### src/rtl/sqrt_pipe_ctrl.sv
// Control FSM for an iterative, pipelined square-root datapath.
// Sequences LOAD/RUN/FIX/DONE and counts iterations until the datapath flags overshoot or the limit is hit.
module sqrt_pipe_ctrl #(
    parameter int unsigned ITER_LAT = 4,
    parameter int unsigned MAX_ITER = 256
) (
    input  logic       clk,
    input  logic       rst,
    input  logic       start_i,
    input  logic       N_i,
    output logic       wr_input_o,
    output logic       en_pipe_o,
    output logic       mux_root_o,
    output logic       ready_o,
    output logic       busy_o,
    output logic       done_o,
    output logic       err_o,
    output logic [7:0] iter_o
);

    localparam int unsigned PW = (ITER_LAT > 1) ? $clog2(ITER_LAT) : 1;
    localparam logic [PW-1:0] PH_LAST = PW'(ITER_LAT - 1);
    localparam logic [7:0] ITER_LAST = 8'(MAX_ITER - 1);
    localparam logic [7:0] ITER_PRE  = 8'(MAX_ITER - 2);

    typedef enum logic [2:0] {
        S_IDLE,
        S_LOAD,
        S_RUN,
        S_FIX,
        S_DONE
    } state_t;

    state_t        state, state_nxt;
    logic [PW-1:0] phase, phase_nxt;
    logic [7:0]    iter, iter_nxt;
    logic          err, err_nxt;

    always_ff @(posedge clk) begin
        if (rst) begin
            state <= S_IDLE;
            phase <= '0;
            iter  <= '0;
            err   <= 1'b0;
        end else begin
            state <= state_nxt;
            phase <= phase_nxt;
            iter  <= iter_nxt;
            err   <= err_nxt;
        end
    end

    always_comb begin
        state_nxt = state;
        phase_nxt = phase;
        iter_nxt  = iter;
        err_nxt   = err;
        case (state)
            S_IDLE: begin
                if (start_i) begin
                    state_nxt = S_LOAD;
                    phase_nxt = '0;
                    iter_nxt  = '0;
                    err_nxt   = 1'b0;
                end
            end
            S_LOAD: begin
                state_nxt = S_RUN;
                phase_nxt = '0;
            end
            S_RUN: begin
                if (phase == PH_LAST) begin
                    phase_nxt = '0;
                    if (N_i) begin
                        state_nxt = S_FIX;
                    end else begin
                        if (iter != ITER_LAST) begin
                            iter_nxt = iter + 8'd1;
                        end
                        // The increment that reaches the limit ends the run directly.
                        if (iter == ITER_PRE) begin
                            state_nxt = S_DONE;
                            err_nxt   = 1'b1;
                        end
                    end
                end else begin
                    phase_nxt = phase + 1'b1;
                end
            end
            S_FIX: begin
                if (phase == PH_LAST) begin
                    phase_nxt = '0;
                    state_nxt = S_DONE;
                end else begin
                    phase_nxt = phase + 1'b1;
                end
            end
            S_DONE: begin
                state_nxt = S_IDLE;
            end
            default: begin
                state_nxt = S_IDLE;
                phase_nxt = '0;
            end
        endcase
    end

    always_comb begin
        wr_input_o = 1'b0;
        en_pipe_o  = 1'b0;
        mux_root_o = 1'b0;
        ready_o    = 1'b0;
        done_o     = 1'b0;
        busy_o     = (state != S_IDLE);
        case (state)
            S_LOAD: begin
                wr_input_o = 1'b1;
                en_pipe_o  = 1'b1;
            end
            S_RUN: begin
                en_pipe_o = 1'b1;
            end
            S_FIX: begin
                en_pipe_o  = 1'b1;
                mux_root_o = 1'b1;
            end
            S_DONE: begin
                ready_o = 1'b1;
                done_o  = 1'b1;
            end
            default: begin
            end
        endcase
    end

    assign iter_o = iter;
    assign err_o  = err;

endmodule

### config.mk
export PLATFORM = sky130hd
export DESIGN_NAME = sqrt_pipe_ctrl
export DESIGN_NICKNAME = d
export VERILOG_FILES = /design/src/rtl/sqrt_pipe_ctrl.sv
export SDC_FILE = /design/constraint.sdc
export NUM_CORES = 1
export LEC_CHECK = 0
export ABC_AREA = 1
export CORE_UTILIZATION = 53
export DETAILED_ROUTE_END_ITERATION = 10
export GPL_ROUTABILITY_DRIVEN = 0
export HOLD_SLACK_MARGIN = 0.12
export PLACE_DENSITY = 0.89
export SETUP_SLACK_MARGIN = 0.1
export SLEW_MARGIN = 20
export SYNTH_ARGS = -nofsm -noshare
export SYNTH_HDL_FRONTEND = slang
export SYNTH_SLANG_ARGS = --single-unit
### constraint.sdc
create_clock -name clk -period 2.26 [get_ports clk]
set_clock_uncertainty 0.15 [all_clocks]
set_input_delay 0.339 -clock clk [delete_from_list [all_inputs] [get_ports clk]]
set_output_delay 0.339 -clock clk [all_outputs]
set_load 0.01 [all_outputs]
==> metrics.txt <==
most frequent cells in the layout 38 x nand2_1, 20 x inv_1, 20 x nor2_1, 18 x clkdlybuf4s50_1, 13 x dfxtp_1; post-route ant nets 0; Final Max Slew Viols 0; Max Cap Violations 0; Max Clk Rate between 400 and 500 MHz; die height between 40 and 50 um; drt drc 0; clk slew on worst S/H paths 90 ps; Remaining Overflow, GRT 0; CP required 1770 ps; largest net degree at the start of global routing 10; setup_tns 0 ps; register area share after synthesis 31.20%; crit-path max FO 4; DR WL/cell 11.02 um; Area Growth Syn to Fin 26.18%; initial antenna violation count 0; Synth Register Bits 14; htree depth 1; crit path kind reg2out; pwr dens 945.0 nW/um2; GRT Util Overall between 20% and 30%; num rows 14; highest metal used met4; Final min period 2028 ps; crit start category register; relative slew slack 81.51%; crit-path cells inv_1 -> nor3_2 -> clkdlybuf4s50_1; Hold Path Origin err_o; FF-to-FF path depth 7; CTS root buffer clkbuf_4; worst hold slack 341.4 ps; Starting Density between 50% and 60%; Slew @ Worst Pin 276.5 ps; # nets final around 170; Synth Cell Area 898.4 um2; Via Count around 970; vias in the first global route 844; YS warnings 0; Resize count post-CTS 0; Crit path max-delay family buffers and inverters; status complete, no violations; reg2reg setup slack 570 ps; WL met3 133 um; global-route wire length before repair around 3500 um; Peak VDD IR 0.5111 mV; CTS tree yes; first-pass detailed-route iteration total 4; TritonCTS Buffers 3; Critical path buffers and inverters 2; Hold Fails Final Rpt 0; die width 43.17 um; most common cell after layout, fill and taps aside nand2_1; Ports 19; Worst Path Arrival 1540 ps; setup violators final 0; Largest stage delay, worst path 580 ps; CTS Sinks 14; Hold Crit Class reg2reg; die area 1864 um2; end of the worst hold path err_o; Port-buffer cells 18; setup bufs post-CTS 0; Post-Syn Nets 150; Metal-1 WL 865 um; core area 1541 um2; Distinct cells, synth 19; Crit Reg-Reg Startpoint iter_o[1]; cts hold-fix bufs 0; pre-CTS setup slack 446.8 ps; dpl hpwl 1491 um; RR Endpoint iter_o[4]; starting DRC count in detailed routing 27; Worst-Skew Late Latency 290 ps; layout cells sized above 1 12.20%; met2 wire len 945 um; fillcell total 129; crit path max-delay cell type clkdlybuf4s50_1; ant diodes 0; vias per cell roughly 5.4; Mean Syn Cell Area 6.282 um2; period utilization 89.72%; Worst setup EP type primary output; worst setup margin 232.4 ps; Max clock buf depth 2; Mapped Cells 143; static leakage 0.5098 nW; WHS Path Cells 2; RSZ-0062 raised after global routing no; Post-Route WL 1983 um
==> metrics by stage <==
stage	utilization (%)	area (um2)	power, mW	instances
after floorplan	-	898.4	0.7032	143
after global placement	70.78	1091	0.8684	176
after detailed placement	70.78	1091	0.8852	176
after CTS	73.13	1127	1.067	180
after global routing	73.54	1134	1.152	180
final	73.54	1134	1.071	180
==> tightest hold or removal path, cell delays in order, from the launching register on <==
cell and delay, ps:
dfxtp_1 340, a21oi_1 40, nor2_1 70
==> worst max-delay path by stage <==
stage / startpoint / endpoint / slack, ps / depth (start not counted)
final: state[2] / done_o / 230 / 3
after global routing: state[2] / ready_o / 140 / 3
after CTS: state[2] / done_o / 120 / 3
after detailed placement: state[2] / done_o / 450 / 3
after global placement: state[1] / done_o / 480 / 2
after floorplan: iter_o[1] / iter_o[1] / 730 / 8
==> synth_stat cells (all sizes together) <==
| master | number | area (um2) |
|---|---|---|
| ha | 3 | 37.54 |
| nand2 | 42 | 182.7 |
| nor2 | 25 | 111.4 |
| nor3 | 4 | 20.02 |
| a21oi | 9 | 45.04 |
| dfxtp | 14 | 280.3 |
| nand4 | 3 | 18.77 |
| clkinv | 1 | 5.000 |
| o21ai | 4 | 20.02 |
| inv | 23 | 86.33 |
| buf | 1 | 7.510 |
| o22ai | 1 | 6.260 |
| nand3 | 13 | 77.58 |
==> sequential cells by signal, indices dropped and copies added (netlist names) <==
| name | count |
|---|---|
| err_o | 1 |
| iter_o | 8 |
| phase | 2 |
| state | 3 |
==> report_power, final <==
group | switching [mW] | internal (mW)
clock network | 0.0850 | 0.0982
logic | 0.308 | 0.225
registers | 0.0652 | 0.290
total | 0.458 | 0.613
==> area by class of cell <==
class	count	area (um2)	share of cell area, %
tap	16	20.02	1.766
clock buffer	4	36.28	3.201
sequential	14	281.5	24.83
multi-input combinational	104	524.3	46.25
timing repair buffer	18	180.2	15.89
inverter	24	91.34	8.057
==> logic make-up after synthesis <==
family	Yosys count	share of synthesized area (%)
simple gates	87	45.68
buf+inv	25	11.00
compound gates	14	7.939
flops	14	31.20
fa+ha+maj	3	4.179
==> layer usage <==
layer  global-route usage, %  vias to the layer above
met5                       0                        -
met1                   30.10                      424
met4                   12.12                        0
li1                        -                      490
met3                   2.553                        7
met2                   41.19                       44
No activity file was read; power rests on OpenSTA's default activity.
